[src/rtl/iob_cache_line_fill.sv]
// Back-end read engine for cache line refill: one IOb read per BE word of the
// line, in order, with each returned beat tagged by its word index.
module iob_cache_line_fill #(
   parameter int unsigned FE_ADDR_W     = 24,
   parameter int unsigned FE_DATA_W     = 32,
   parameter int unsigned BE_ADDR_W     = 24,
   parameter int unsigned BE_DATA_W     = 32,
   parameter int unsigned WORD_OFFSET_W = 3,
   localparam int unsigned BE_NBYTES_W  = $clog2(BE_DATA_W / 8),
   localparam int unsigned LINE2BE_W    = WORD_OFFSET_W - $clog2(BE_DATA_W / FE_DATA_W),
   localparam int unsigned TAG_W        = FE_ADDR_W - BE_NBYTES_W - LINE2BE_W
) (
   input  logic                 clk_i,
   input  logic                 arst_i,
   input  logic                 read_req_i,
   input  logic [TAG_W-1:0]     read_req_addr_i,
   output logic                 busy_o,
   output logic                 read_valid_o,
   output logic [LINE2BE_W-1:0] read_addr_o,
   output logic [BE_DATA_W-1:0] read_rdata_o,
   output logic                 be_iob_avalid_o,
   output logic [BE_ADDR_W-1:0] be_iob_addr_o,
   input  logic                 be_iob_ready_i,
   input  logic                 be_iob_rvalid_i,
   input  logic [BE_DATA_W-1:0] be_iob_rdata_i
);

   // A line must span at least two back-end words.
   if ((int'(WORD_OFFSET_W) - $clog2(BE_DATA_W / FE_DATA_W)) < 1) begin : g_bad_line
      $error("iob_cache_line_fill: line must hold at least two back-end words");
   end

   localparam logic [LINE2BE_W-1:0] LAST_WORD = '1;

   typedef enum logic [1:0] {
      S_IDLE,
      S_REQ,
      S_WAIT
   } state_t;

   state_t                 r_state;
   state_t                 w_state_nxt;
   logic [LINE2BE_W-1:0]   r_cnt;
   logic [LINE2BE_W-1:0]   w_cnt_nxt;
   logic [TAG_W-1:0]       r_base;
   logic [TAG_W-1:0]       w_base_nxt;
   logic                   r_busy;
   logic                   r_avalid;
   logic [BE_ADDR_W-1:0]   r_addr;
   logic [BE_ADDR_W-1:0]   w_addr_nxt;
   logic                   w_read_valid;

   always_ff @(posedge clk_i or posedge arst_i) begin
      if (arst_i) begin
         r_state  <= S_IDLE;
         r_cnt    <= '0;
         r_base   <= '0;
         r_busy   <= 1'b0;
         r_avalid <= 1'b0;
         r_addr   <= '0;
      end else begin
         r_state  <= w_state_nxt;
         r_cnt    <= w_cnt_nxt;
         r_base   <= w_base_nxt;
         r_busy   <= (w_state_nxt != S_IDLE);
         r_avalid <= (w_state_nxt == S_REQ);
         r_addr   <= w_addr_nxt;
      end
   end

   always_comb begin
      w_state_nxt  = r_state;
      w_cnt_nxt    = r_cnt;
      w_base_nxt   = r_base;
      w_read_valid = 1'b0;
      case (r_state)
         S_IDLE: begin
            if (read_req_i) begin
               w_base_nxt  = read_req_addr_i;
               w_cnt_nxt   = '0;
               w_state_nxt = S_REQ;
            end
         end
         S_REQ: begin
            if (be_iob_ready_i) begin
               w_state_nxt = S_WAIT;
            end
         end
         S_WAIT: begin
            // Only the single outstanding response is accepted as a beat.
            if (be_iob_rvalid_i) begin
               w_read_valid = 1'b1;
               if (r_cnt == LAST_WORD) begin
                  w_state_nxt = S_IDLE;
               end else begin
                  w_cnt_nxt   = r_cnt + LINE2BE_W'(1);
                  w_state_nxt = S_REQ;
               end
            end
         end
         default: begin
            w_state_nxt = S_IDLE;
         end
      endcase
   end

   assign w_addr_nxt = BE_ADDR_W'({w_base_nxt, w_cnt_nxt, BE_NBYTES_W'(0)});

   assign busy_o          = r_busy;
   assign be_iob_avalid_o = r_avalid;
   assign be_iob_addr_o   = r_addr;
   assign read_valid_o    = w_read_valid;
   assign read_addr_o     = r_cnt;
   assign read_rdata_o    = be_iob_rdata_i;

endmodule
[config.mk]
export PLATFORM = sky130hd
export DESIGN_NAME = iob_cache_line_fill
export DESIGN_NICKNAME = d
export VERILOG_FILES = /design/src/rtl/iob_cache_line_fill.sv
export SDC_FILE = /design/constraint.sdc
export NUM_CORES = 1
export LEC_CHECK = 0
export CAP_MARGIN = 20
export CORE_UTILIZATION = 32
export CTS_BUF_LIST = sky130_fd_sc_hd__clkbuf_8
export DETAILED_ROUTE_END_ITERATION = 8
export PLACE_DENSITY = 0.85
export SLEW_MARGIN = 40
export SYNTH_ARGS = -nofsm -noshare
export SYNTH_HDL_FRONTEND = slang
export SYNTH_SLANG_ARGS = --single-unit
[constraint.sdc]
create_clock -name clk_i -period 1.7 [get_ports clk_i]
set_clock_uncertainty 0.05 [all_clocks]
set_input_delay 0.34 -clock clk_i [delete_from_list [all_inputs] [get_ports clk_i]]
set_output_delay 0.34 -clock clk_i [all_outputs]
set_load 0.02 [all_outputs]
---- Word level (Yosys, flattened, before mapping) ----
Index checks and enable logic that the tools add are counted.
cells by class
  add/subtract/negate cells ............... 1
  multiply operators ...................... 0
  div/mod/pow operators ................... 0
  magnitude comparators ................... 0
  equality and inequality tests ........... 4
  shift operators ......................... 0
  muxes and demuxes ....................... 13
  bitwise operators ....................... 0
  reductions and logical operators ........ 2
operators with widths
  cell                                                 number
  two-way mux 19 bit                                   2
  two-way mux 3 bit                                    3
  two-way mux 2 bit                                    3
  case mux 2 bit (3 select lines)                      1
  case mux 3 bit (2 select lines)                      1
  equality test 2 x 1 -> 1 bit, second input constant  2
  adder 3 x 1 -> 3 bit, second input constant          1
  equality test 3 bit, second input constant           1
  two-way mux 1 bit                                    3
  equality test 2 bit, second input constant           1
  logical NOT 2 bit                                    1
  nonzero test 2 bit                                   1
word-level totals
  register bits after elaboration ......... 48
  latch bits .............................. 0
  RAM bits ................................ 0
  ROM bits ................................ 0
  input port bits ......................... 56
  output and inout bits ................... 62
  memories kept ........................... 0

---- Logic depth before layout (Yosys ltp) ----
  depth in word-level cells ............... 5
  gate-level depth with buffers ........... 5

---- Worst setup path before layout ----
Ideal clock, no wire load.
  path kind ............................... flip-flop to flip-flop
  start ................................... register r_cnt[0] (netlist: read_addr_o[0])
  end ..................................... register r_cnt[0] (netlist: read_addr_o[0])
  library setup time ...................... 0.116 ns
  arrival ................................. 1.208 ns
  setup slack ............................. 0.326 ns
  stages on the path, launching flop included .. 4
  path buffers ............................ 0
  period minus slack after synthesis ...... 1.374 ns
  cells stage by stage .................... dfrtp_1 -> ha_1 -> a21bo_2 -> o311ai_0
on the way
  word-level cells in the longest chain between the ends .. 4
  elaborated cells on any way between the ends .. 6
  those cells by class .................... add/sub: 1; eq/ne: 1; mux: 4
RTL lines
  what                                                                RTL line  RTL
  start: declaration                                                  43        logic [LINE2BE_W-1:0] r_cnt;
  start signal: assignment                                            63        r_cnt <= w_cnt_nxt;
  adder 3 x 1 -> 3 bit / equality test 3 bit (equally long branches)  96, 93
  two-way mux 3 bit                                                   93        if (r_cnt == LAST_WORD) begin
  two-way mux 3 bit                                                   91        if (be_iob_rvalid_i) begin
  case mux 3 bit (2 select lines) (*)                                 76        case (r_state)
Mark *: on every way between the ends. The rest lies on a longest branch, timed or not.

---- Final worst setup path ----
  start ................................... register r_addr[23] (netlist: be_iob_addr_o[23])
  end ..................................... output port be_iob_addr_o[23]
RTL lines
  what                      RTL line  RTL
  start: declaration        49        logic [BE_ADDR_W-1:0] r_addr;
  start signal: assignment  67        r_addr <= w_addr_nxt;
  end: declaration          22        output logic [BE_ADDR_W-1:0] be_iob_addr_o,
No word-level cell between the ends.

==> metrics.cfg <==
[outcome]
status=finished clean

[clock_network]
numCtsBuffers=3
cts_max_path_buffers=2
clock-sinks=26
post_cts_buffers=0
cts_tree=built
cts.htree.levels=1
clock_tree.root_cell=clkbuf_8
path_clk_slew_ns=0.09
clock_latency_ns=0.26

[worst_setup_path]
critPathArrivalTime_ns=1.22
crit_start=be_iob_addr_o[23]
cp-end-kind=output pin
path_buf_inv=1
setup.worst_path.start_class=flip-flop
cp_max_fo=2
worstSetupPathType=reg -> out
slowest_delay_ns=0.60
crit_chain=clkdlybuf4s50_1
crit_slowest_cell=clkdlybuf4s50_1
rrSetupSlack_ns=0.20
r2r-start=r_state[0]
r2r-end=r_base[14]
required_ns=1.31
crit_cells=1
path_delay_family=buffers and inverters
rr_worst_depth=4

[placement]
port_buffers=51
gp_congestion=0.729
dp_hpwl_mm=1.75

[job]
cap_violations=0

[floorplanning]
core_mm2=0.00403
start_util=0.334
dieHeight_um=66.8
die_w_um=66.8
dieArea_mm2=0.00447
io_pins=118
rows=23

[drt]
routed-via-count=827
route.detailed.drc=0
drtAntennaViolNets=0
drt-vias-per-instance=4.47
drt_first_pass_iters=3
drtIter0Drc=15
wirelength_mm=2.27
wl_per_cell_um=12.3

[yosys]
ys_seq_elements=26
synthCells=112
synth_cell_type_count=22
synth_area_mm2=0.00135
yosys.area.top_type=dfrtp_1
ys_top_cells_by_area=dfrtp_1, buf_4, mux2_2
yosysWarnings=0
yosysSeqAreaShare=0.484
netlist.area_leader.share=0.484
syn_avg_cell_area_um2=12.0

[cells_and_area]
antennaDiodeCount=0
layout-drive-gt1-share=0.237
final_cell_mix=clkdlybuf4s50_1, dfrtp_1, mux2_2, dlygate4sd2_1, buf_4
final_common_cell=clkdlybuf4s50_1
final_nets=193
area_growth_pct=27.7
final-seq-area_um2=651
fillers=394
multi_input_area_um2=375

[timing]
fin_setup_tns_ns=0
grt_setup_unrepaired=no
min_period_ns=1.61
holdWs_ns=0.333
hold_viol_final=0
setup_violations=0
finalCritPeriodShare=0.950
slew_violations=0
clock.fmax_mhz=619

[global_route]
grt_pass1_vias=785
grt_use_total=0.107
grt_overflow=0
grt_first_pass_wirelength_mm=3.55
antenna_found_initial=0
grt_max_degree=22

[worst_hold_path]
holdCritPathClass=in -> async

[power_and_ir_drop]
worst_ir_drop_vdd_v=0.00105
p_per_area_mw_per_mm2=1780
p_leak_nw=0.753

==> metrics by stage <==
stage | instances | power [W] | instance area [um^2] | setup WS (ns) | utilization
6_report | 185 | 0.00306 | 1720 | 0.0853 | 0.426
5_1_grt | 185 | 0.00326 | 1720 | 0.0282 | 0.426
4_1_cts | 185 | 0.00312 | 1720 | 0.0113 | 0.428
3_5_place_dp | 181 | 0.00275 | 1680 | -0.289 | 0.416
3_3_place_gp | 181 | 0.00270 | 1680 | -0.271 | 0.416
2_1_floorplan | 113 | 0.00211 | 1350 | 0.326 | -
==> logic make-up (layout without fill, tap and decap cells) <==
kind of cell,Yosys count,count (layout),synth area share
buffers and inverters,43,65,0.240
flip-flops,26,26,0.484
multiplexers,19,19,0.159
AND/OR/NAND/NOR,12,12,0.0549
AO/OA/AOI/OAI,10,10,0.0502
adder cells (fa/ha/maj),1,1,0.00930
other,1,2,0.00279
==> power breakdown <==
group | total (W) | leakage [nW] | switching, W | internal (W)
clock | 0.000386 | 0.0288 | 0.000180 | 0.000206
sequential | 0.00106 | 0.312 | 0.000145 | 0.000914
combinational | 0.00161 | 0.412 | 0.000752 | 0.000862
total | 0.00306 | 0.753 | 0.00108 | 0.00198
==> final cells by class <==
class / instances / area share
multi-input cells: 44 / 0.218
flip-flops and latches: 26 / 0.379
clock buffers: 4 / 0.0320
inverters: 3 / 0.00655
well taps: 50 / 0.0364
repair buffers: 58 / 0.328
==> registers in the layout (all words and copies together), names as in the netlist <==
signal,cells
busy_o,1
r_base,18
be_iob_addr_o,2
be_iob_avalid_o,1
read_addr_o,2
r_state,2
==> cells in the mapped netlist, drive strengths merged <==
cell type,instances
inv,3
conb,1
nor3b,1
a21oi,1
mux2,19
ha,1
nand2,3
nand3b,1
dfrtp,26
o21bai,1
o311ai,2
o22ai,1
nand3,2
o21ai,3
buf,40
a31oi,1
and3b,1
and3,1
a21bo,1
nor2,3
==> repair_timing <==
item                       CTS  global route
cloned                       0             0
gates resized for setup      8             1
setup endpoints to repair    7             1
hold buffers                 0             0
==> worst max path at each step <==
stage	endpoint	slack [ns]
final	be_iob_addr_o[23]	0.09
after global placement	read_valid_o	-0.27
after floorplan	read_addr_o[0]	0.33
after global routing	be_iob_addr_o[23]	0.03
after detailed placement	read_valid_o	-0.29
after CTS	read_valid_o	0.01
==> routing by layer <==
layer  global-route usage  share of wire  vias to the layer above
met1                0.119           0.38                      396
met4               0.0372          0.015                        0
li1                     -              -                      382
met2                0.184           0.51                       41
met3               0.0411          0.091                        8
met5                    0              0                        -
Note: power is estimated with default switching activity, not from simulation.
